$ cat config.mk
export PLATFORM = sky130hd
export DESIGN_NAME = playback_ctrl_flat
export DESIGN_NICKNAME = d
export VERILOG_FILES = /design/src/rtl/playback_ctrl_if.sv /design/src/rtl/playback_ctrl.sv /design/src/flat_wrapper.sv
export SDC_FILE = /design/constraint.sdc
export NUM_CORES = 1
export LEC_CHECK = 0
export ABC_AREA = 1
export CAP_MARGIN = 20
export CORE_UTILIZATION = 35
export DETAILED_ROUTE_END_ITERATION = 10
export PLACE_DENSITY = 0.66
export SLEW_MARGIN = 20
export SYNTH_ARGS = -nofsm -noshare
export SYNTH_HDL_FRONTEND = slang
export SYNTH_SLANG_ARGS = --single-unit
$ cat constraint.sdc
create_clock -name clk -period 2.1 [get_ports clk]
set_input_delay 0.21 -clock clk [delete_from_list [all_inputs] [get_ports clk]]
set_output_delay 0.21 -clock clk [all_outputs]
set_load 0.02 [all_outputs]
$ cat src/rtl/playback_ctrl_if.sv
// rtl/playback_ctrl_if.sv - control, FIFO status and DAC/flow-control signals of playback_ctrl
interface playback_ctrl_if #(
    parameter int FILL_BITS = 12,
    parameter int CNT_BITS  = 8
) ();
    logic                 enable;
    logic                 clr_underrun;
    logic [FILL_BITS-1:0] fifo_fill;
    logic                 fifo_empty;
    logic                 fifo_full;
    logic                 fifo_rd_en;
    logic                 dac_reset;
    logic                 send_ok;
    logic [1:0]           state;
    logic                 underrun;
    logic [CNT_BITS-1:0]  underrun_count;

    modport master (
        output enable, clr_underrun, fifo_fill, fifo_empty, fifo_full,
        input  fifo_rd_en, dac_reset, send_ok, state, underrun, underrun_count
    );

    modport slave (
        input  enable, clr_underrun, fifo_fill, fifo_empty, fifo_full,
        output fifo_rd_en, dac_reset, send_ok, state, underrun, underrun_count
    );
endinterface

$ cat src/rtl/playback_ctrl.sv
// rtl/playback_ctrl.sv - PCM playback sequencer: sample-rate FIFO pops, DAC mute, UART flow control
module playback_ctrl #(
    parameter int CLK_FREQ    = 12_000_000,
    parameter int SAMPLE_FREQ = 44_100,
    parameter int FILL_BITS   = 12,
    parameter int START_LEVEL = 2048,
    parameter int LOW_WATER   = 1228,
    parameter int HIGH_WATER  = 2048,
    parameter int CNT_BITS    = 8
) (
    input  logic           clk,
    input  logic           reset_n,
    playback_ctrl_if.slave bus
);
    localparam int DIV      = CLK_FREQ / SAMPLE_FREQ;
    localparam int DIV_BITS = (DIV > 1) ? $clog2(DIV) : 1;
    localparam logic [DIV_BITS-1:0]  DIV_LAST = DIV_BITS'(DIV - 1);
    localparam logic [FILL_BITS-1:0] START_L  = FILL_BITS'(START_LEVEL);
    localparam logic [FILL_BITS-1:0] LOW_L    = FILL_BITS'(LOW_WATER);
    localparam logic [FILL_BITS-1:0] HIGH_L   = FILL_BITS'(HIGH_WATER);

    typedef enum logic [1:0] {
        IDLE     = 2'd0,
        PREFILL  = 2'd1,
        PLAY     = 2'd2,
        UNDERRUN = 2'd3
    } state_t;

    state_t                state_q, state_d;
    logic [DIV_BITS-1:0]   div_q, div_d;
    logic                  rd_en_q, rd_en_d;
    logic                  dac_reset_q;
    logic                  send_ok_q, send_ok_d;
    logic                  underrun_q, underrun_d;
    logic [CNT_BITS-1:0]   count_q, count_d;
    logic                  tick;
    logic                  urun_evt;

    // Divider free-runs in every state so ticks stay on a fixed sample grid.
    assign tick  = (div_q == DIV_LAST);
    assign div_d = tick ? '0 : div_q + 1'b1;

    always_comb begin
        state_d  = state_q;
        rd_en_d  = 1'b0;
        urun_evt = 1'b0;
        if (!bus.enable) begin
            state_d = IDLE;
        end else begin
            case (state_q)
                IDLE:     state_d = PREFILL;
                PREFILL:  if (bus.fifo_fill >= START_L || bus.fifo_full) state_d = PLAY;
                PLAY: begin
                    if (tick) begin
                        if (bus.fifo_empty) begin
                            state_d  = UNDERRUN;
                            urun_evt = 1'b1;
                        end else begin
                            rd_en_d = 1'b1;
                        end
                    end
                end
                UNDERRUN: if (tick) state_d = PREFILL;
                default:  state_d = IDLE;
            endcase
        end
    end

    // A same-cycle underrun beats the clear, restarting the count at one.
    always_comb begin
        underrun_d = underrun_q;
        count_d    = count_q;
        if (urun_evt) begin
            underrun_d = 1'b1;
            if (bus.clr_underrun)  count_d = CNT_BITS'(1);
            else if (count_q != '1) count_d = count_q + 1'b1;
        end else if (bus.clr_underrun) begin
            underrun_d = 1'b0;
            count_d    = '0;
        end
    end

    always_comb begin
        send_ok_d = send_ok_q;
        if (bus.fifo_fill >= HIGH_L || bus.fifo_full)       send_ok_d = 1'b0;
        else if (bus.fifo_fill <= LOW_L && !bus.fifo_full)  send_ok_d = 1'b1;
    end

    always_ff @(posedge clk or negedge reset_n) begin
        if (!reset_n) begin
            state_q     <= IDLE;
            div_q       <= '0;
            rd_en_q     <= 1'b0;
            dac_reset_q <= 1'b1;
            send_ok_q   <= 1'b1;
            underrun_q  <= 1'b0;
            count_q     <= '0;
        end else begin
            state_q     <= state_d;
            div_q       <= div_d;
            rd_en_q     <= rd_en_d;
            dac_reset_q <= (state_q != PLAY);
            send_ok_q   <= send_ok_d;
            underrun_q  <= underrun_d;
            count_q     <= count_d;
        end
    end

    assign bus.fifo_rd_en     = rd_en_q;
    assign bus.dac_reset      = dac_reset_q;
    assign bus.send_ok        = send_ok_q;
    assign bus.state          = state_q;
    assign bus.underrun       = underrun_q;
    assign bus.underrun_count = count_q;
endmodule

$ cat src/flat_wrapper.sv
// flat-port wrapper written by rule: the top's interface ports become plain ports
module playback_ctrl_flat 
#(
    parameter int CLK_FREQ    = 12_000_000,
    parameter int SAMPLE_FREQ = 44_100,
    parameter int FILL_BITS   = 12,
    parameter int START_LEVEL = 2048,
    parameter int LOW_WATER   = 1228,
    parameter int HIGH_WATER  = 2048,
    parameter int CNT_BITS    = 8
)
  (clk, reset_n, bus_enable, bus_clr_underrun, bus_fifo_fill, bus_fifo_empty, bus_fifo_full, bus_fifo_rd_en, bus_dac_reset, bus_send_ok, bus_state, bus_underrun, bus_underrun_count);
  playback_ctrl_if #(.FILL_BITS(FILL_BITS), .CNT_BITS(CNT_BITS)) bus_i ();
  input  logic clk;
  input  logic reset_n;
  input wire logic [$bits(bus_i.enable)-1:0] bus_enable;
  input wire logic [$bits(bus_i.clr_underrun)-1:0] bus_clr_underrun;
  input wire logic [$bits(bus_i.fifo_fill)-1:0] bus_fifo_fill;
  input wire logic [$bits(bus_i.fifo_empty)-1:0] bus_fifo_empty;
  input wire logic [$bits(bus_i.fifo_full)-1:0] bus_fifo_full;
  output wire logic [$bits(bus_i.fifo_rd_en)-1:0] bus_fifo_rd_en;
  output wire logic [$bits(bus_i.dac_reset)-1:0] bus_dac_reset;
  output wire logic [$bits(bus_i.send_ok)-1:0] bus_send_ok;
  output wire logic [$bits(bus_i.state)-1:0] bus_state;
  output wire logic [$bits(bus_i.underrun)-1:0] bus_underrun;
  output wire logic [$bits(bus_i.underrun_count)-1:0] bus_underrun_count;
  assign bus_i.enable = bus_enable;
  assign bus_i.clr_underrun = bus_clr_underrun;
  assign bus_i.fifo_fill = bus_fifo_fill;
  assign bus_i.fifo_empty = bus_fifo_empty;
  assign bus_i.fifo_full = bus_fifo_full;
  assign bus_fifo_rd_en = bus_i.fifo_rd_en;
  assign bus_dac_reset = bus_i.dac_reset;
  assign bus_send_ok = bus_i.send_ok;
  assign bus_state = bus_i.state;
  assign bus_underrun = bus_i.underrun;
  assign bus_underrun_count = bus_i.underrun_count;
  playback_ctrl #(.CLK_FREQ(CLK_FREQ), .SAMPLE_FREQ(SAMPLE_FREQ), .FILL_BITS(FILL_BITS), .START_LEVEL(START_LEVEL), .LOW_WATER(LOW_WATER), .HIGH_WATER(HIGH_WATER), .CNT_BITS(CNT_BITS)) u_core (.clk(clk), .reset_n(reset_n), .bus(bus_i));
endmodule
==> impl_metrics.csv, run 1 <==
group,metric,value,unit
setup_path,critical_path_class,"reg2out",
setup_path,cp.arrival,1.39,ns
placed_design,dp_cells,256,
pwr,p_comb_share,24.3,%
placed_design,place_congestion,0.785,
die,die_x,64.1,µm
synthesis,syn_area,1350,µm²
drt,num_vias,1185,
drt,drtIter0Drc,22,
global_routing,met3_usage,2.14,%
setup_path,timing.critical_path.slowest_stage_cell,"clkdlybuf4s50_1",
die,ioPinCount,32,
synthesis,ys_types,26,
cts,cts_tree,"built",
setup_path,critPathBufInv,1,
status,status,"completed",
layout,fillerInstances,375,
worst_hold_path,hold_class,"in2async",
layout,syn2layout_area_growth,31.0,%
pwr,power,1.01,mW
setup_path,path_max_fanout,7,
setup_path,critical-path-max-stage-delay,0.65,ns
sta,setup_tns,0,ns
pwr,p_sw_share,28.1,%
die,rows,22,
die,die-area,4110,µm²
sta,finalSetupViolCount,0,
layout,nNetsFinal,236,
global_routing,use_met1,19.7,%
global_routing,grt_usage,14.1,%
die,core,3690,µm²
layout,final_util,47.9,%
setup_path,startpoint_type,"register",
layout,seqCellArea,578,µm²
global_routing,antenna_found_initial,0,
layout,drive_above_1_share,8.02,%
placed_design,portBuffers,31,
cts,ctsResizeCount,0,
cts,cts_sinks,23,
sta,hold_slack,0.306,ns
sta,fmax,626,MHz
die,initial_core_util,36.6,%
cts,ctsHoldBuffers,0,
sta,clock_skew,0.000669,ns
pwr,vdd_drop_max,0.546,mV
placed_design,dp_hpwl,2000,µm
layout,multi_input_area,676,µm²
cts,postCtsSetupRepairBufs,0,
pwr,seqPwrFrac,49.5,%
global_routing,top_usage_layer,"met2",
global_routing,grt_use_met2,21.5,%
global_routing,grt_max_degree,24,
placed_design,place_area,1720,µm²
cts,cts-root-buf,"clkbuf_8",
sta,rsz0062_at_grt,"no",
sta,final_period_minus_worst_setup_slack,1.60,ns
sta,slew_headroom,74.8,%
setup_path,startpoint,"u_core.bus.underrun_count[4]",
cts,cts_buffer_depth,2,
cts,cts_buffers,3,
drt,viasPerCell,4.56,
layout,design_area,1770,µm²
drt,drt-pass1-iter-count,4,
cts,h-tree-depth,1,
sta,slew_violations,0,
drt,avgRoutedWirePerCell,9.97,µm
pwr,p_clk_share,26.3,%
pwr,power.density,572,nW/µm²
layout,diodes,0,
global_routing,overflow,0,
pwr,internal_power,0.726,mW
setup_path,cp-end-kind,"output pin",
synthesis,seq_area_frac_synth,42.9,%
global_routing,grt_pass1_vias,1063,
setup_path,reg2reg_from,"u_core.bus.state[0]",
layout,instances_no_fill,260,
setup_path,worstPathCellList,"clkdlybuf4s50_1",
pwr,p_leak,0.836,nW
die,fp.dieH,64.1,µm
global_routing,grt_pass1_wl,4530,µm
job,max_cap_violations,0,
synthesis,synth_cells,177,
sta,worst_pin_slew,0.375,ns
synthesis,syn-num-nets,200,
sta,setup_slack,0.502,ns
synthesis,ys_seq_elements,23,
placed_design,pre_cts_ws,0.519,ns
cts,clk_pin_slew,0.08,ns
drt,drc,0,
synthesis,yosys_warnings,0,
setup_path,crit_family,"buffers and inverters",
drt,postRouteAntennaNets,0,
pwr,p_sw,0.284,mW
sta,hold_viol,0,
synthesis,syn_avg_cell_area,7.62,µm²
sta,finalCritPeriodShare,76.1,%
drt,drt_wl_total,2590,µm
cts,clk_latency,0.25,ns
setup_path,required,1.89,ns
synthesized netlist by cell type, drive strengths merged:
library cell	number	area, µm²
a21oi	1	5.00
a31oi	1	6.26
buf	1	5.00
dfrtp	21	526
dfstp	2	52.6
ha	5	62.6
inv	24	90.1
nand2	50	198
nand3	22	120
nand4	2	33.8
nor2	32	138
nor3	4	20.0
nor3b	1	7.51
o21ai	3	15.0
o21bai	3	26.3
o2bb2ai	1	8.76
xnor2	1	8.76
xor2	3	26.3
kinds of logic (layout without fill, tap and decap cells):
group           Yosys count  after routing  synth area share, %
simple gates            111            111                 38.3
fa+ha+maj                 5              5                 4.64
xor+xnor                  4              4                 2.60
buf+inv                  25             60                 7.05
compound gates            9              9                 4.54
flops                    23             23                 42.9
sequential cells by signal, indices dropped and copies added, names as in the netlist:
name                       cells
u_core.bus.state               2
u_core.bus.underrun_count      8
u_core.bus.fifo_rd_en          1
u_core.bus.dac_reset           1
u_core.bus.send_ok             1
u_core.bus.underrun            1
u_core.div_q                   9
worst paths after layout:
| path | endpoint | slack, ns | depth (start not counted) |
|---|---|---|---|
| min in group clk | u_core.div_q[0] | 0.46 | 1 |
| setup reg to reg | u_core.bus.underrun_count[0] | 0.52 | 8 |
| setup / recovery | bus_underrun_count[4] | 0.50 | 1 |
| hold reg to reg | u_core.div_q[0] | 0.46 | 1 |
| max in group asynchronous | u_core.bus.send_ok | 1.51 | 2 |
| hold / removal | u_core.bus.underrun_count[7] | 0.31 | 2 |
power by group through the flow:
stage	sequential (mW)	clock, mW	combinational (mW)
detailed placement	0.509	0	0.247
floorplan	0.537	0	0.101
global placement	0.511	0	0.246
finish	0.500	0.265	0.245
CTS	0.501	0.281	0.248
global route	0.505	0.302	0.275
layout make-up:
type	instances	share of cell area, %
well taps	48	3.40
inverters	24	5.10
flip-flops and latches	23	32.7
repair buffers	32	18.0
multi-input cells	129	38.2
clock buffers	4	2.55
layer usage:
metal | vias to the layer above | part of all wire (%)
li1 | 627 | -
met1 | 530 | 51
met2 | 26 | 44
met3 | 2 | 3.8
met4 | 0 | 1.0
met5 | - | 0
cells in the final DEF, fill, tap and decap left out, drive strengths merged, types with 3 or more instances in the layout:
cell type and count:
nor2 32, nand3 22, o21ai 3, nor3 4
o21bai 3, inv 24, xor2 3, clkdlybuf4s50 31
dfrtp 21, nand2 50, ha 5, clkbuf 4
No activity file was read; power rests on OpenSTA's default activity.
==> run 2, diff against run 1 <==
==> constraint.sdc (replaced) <==
create_clock -name clk -period 1.5 [get_ports clk]
set_input_delay 0.15 -clock clk [delete_from_list [all_inputs] [get_ports clk]]
set_output_delay 0.15 -clock clk [all_outputs]
set_load 0.02 [all_outputs]
==> impl_metrics.csv, run 2 (synthesis gave the netlist of run 1 again) <==
group,metric,value,unit
die,ioPinCount,32,
drt,drc,0,
pwr,vdd_drop_max,0.596,mV
die,rows,22,
layout,instances_no_fill,274,
sta,worst_pin_slew,0.413,ns
setup_path,reg2reg_to,"u_core.bus.underrun_count[3]",
setup_path,path_max_fanout,4,
setup_path,reg2reg_setup_slack,0.09,ns
drt,viasPerCell,4.56,
cts,cts_sinks,23,
layout,diodes,0,
drt,avgRoutedWirePerCell,10.6,µm
layout,nNetsFinal,250,
cts,cts_buffers,3,
global_routing,grt_usage,15.0,%
layout,drive_above_1_share,16.8,%
setup_path,crit_family,"buffers and inverters",
global_routing,grt_max_degree,24,
setup_path,cp-end-kind,"output pin",
global_routing,antenna_found_initial,0,
pwr,p_leak,1.01,nW
setup_path,worstPathCellList,"clkdlybuf4s50_1",
setup_path,timing.critical_path.slowest_stage_cell,"clkdlybuf4s50_1",
placed_design,dp_hpwl,2110,µm
cts,clk_latency,0.27,ns
sta,hold_viol,0,
global_routing,grt_pass1_vias,1101,
sta,slew_headroom,72.4,%
placed_design,portBuffers,31,
setup_path,critical-path-max-stage-delay,0.62,ns
global_routing,overflow,0,
cts,h-tree-depth,1,
cts,clk_pin_slew,0.08,ns
layout,regMostFlops,"u_core.div_q",
pwr,power.density,765,nW/µm²
drt,num_vias,1250,
global_routing,grt_pass1_wl,4860,µm
layout,final_util,52.6,%
layout,largest_reg_flops,9,
sta,finalSetupViolCount,0,
cts,cts_tree,"built",
die,initial_core_util,36.6,%
sta,clock_skew,0.00520,ns
drt,postRouteAntennaNets,0,
layout,syn2layout_area_growth,44.0,%
worst_hold_path,hold_class,"in2async",
layout,layout_commonest_cell,"nand2_1",
layout,seqCellArea,579,µm²
setup_path,critPathBufInv,1,
placed_design,dp_cells,267,
setup_path,r2r_cells,7,
setup_path,cp.arrival,1.29,ns
drt,drtIter0Drc,76,
sta,fmax,695,MHz
drt,drt_wl_total,2920,µm
sta,rsz0062_at_grt,"yes",
sta,slew_violations,0,
cts,cts-root-buf,"clkbuf_8",
setup_path,critical_path_class,"reg2out",
die,fp.dieH,64.1,µm
sta,finalCritPeriodShare,95.9,%
die,core,3690,µm²
layout,multi_input_area,736,µm²
drt,drt-pass1-iter-count,4,
die,die-area,4110,µm²
status,status,"completed",
cts,cts_buffer_depth,2,
placed_design,place_congestion,0.770,
layout,final_cell_mix,"nand2_1, nor2_1, inv_1",
layout,fillerInstances,360,
job,max_cap_violations,0,
die,die_x,64.1,µm
setup_path,required,1.35,ns
sta,final_period_minus_worst_setup_slack,1.44,ns
setup_path,reg2reg_from,"u_core.bus.underrun_count[0]",
setup_path,startpoint_type,"register",
run 2: changes by cell type in the layout (fill, tap and decap cells not counted), moves of 2 or more:
cell and change:
buf_4 +12, clkdlybuf4s50_1 -11, dlygate4sd2_1 +7, dlymetal6s2s_1 +4
nand3_2 -2, nand3_4 +2, nor2_1 -5, nor2_2 +5
run 2: layer usage:
layer	vias to the layer above	part of all wire [%]	track usage (%)	routed length [µm]
met5	-	0	0	0
met4	0	1.5	5.11	44
met3	5	3.5	2.32	101
met2	31	45	22.5	1300
met1	558	50	21.9	1470
li1	656	-	-	-
run 2: worst register-to-register path, stage by stage (launching register included):
cell	delay, ns
dfrtp_1	0.40
ha_1	0.22
nand2_1	0.11
nor2_2	0.05
nand2_1	0.14
nand4_2	0.20
nand3_1	0.12
nand2_1	0.06
run 2: what timing repair did:
action                                  CTS  global route
hold buffers                              0             0
resized for setup                         7            16
endpoints found under the setup margin    7            16
cloned                                    0             1
pin swaps                                 0             4
setup buffers                             0             2
run 2: worst max-delay path by stage:
stage | from | endpoint | slack, ns | cells past startpoint
2_1_floorplan | u_core.bus.state[0] | u_core.bus.underrun_count[5] | 0.04 | 8
3_3_place_gp | bus_enable | u_core.bus.underrun_count[5] | -0.002 | 7
3_5_place_dp | bus_enable | u_core.bus.underrun_count[0] | -0.02 | 7
4_1_cts | u_core.bus.underrun_count[6] | bus_underrun_count[6] | 0.001 | 1
5_1_grt | u_core.div_q[7] | u_core.bus.state[0] | -0.02 | 10
6_report | u_core.bus.underrun_count[3] | bus_underrun_count[3] | 0.06 | 1
run 2: area by class of cell:
cell class,instances,share of cell area (%)
sequential,23,29.8
multi-input combinational,130,37.9
tap,48,3.09
timing repair buffer,45,22.1
clock buffer,4,2.32
inverter,24,4.77
run 2: per-stage QoR:
stage	hold slack (ns)	total power, mW	setup TNS, ns	instance area, µm²	worst slack [ns]
after floorplan	-0.146	0.893	0	1350	0.0447
after global placement	0.454	1.13	-0.00177	1800	-0.00177
after detailed placement	0.462	1.12	-0.0515	1800	-0.0155
after CTS	0.244	1.49	0	1840	0.00102
after global routing	0.255	1.58	-0.0179	1940	-0.0179
final	0.226	1.49	0	1940	0.0617
run 2: power breakdown:
part	switching [mW]	internal, mW
registers	0.0173	0.662
logic	0.213	0.198
clock network	0.205	0.190
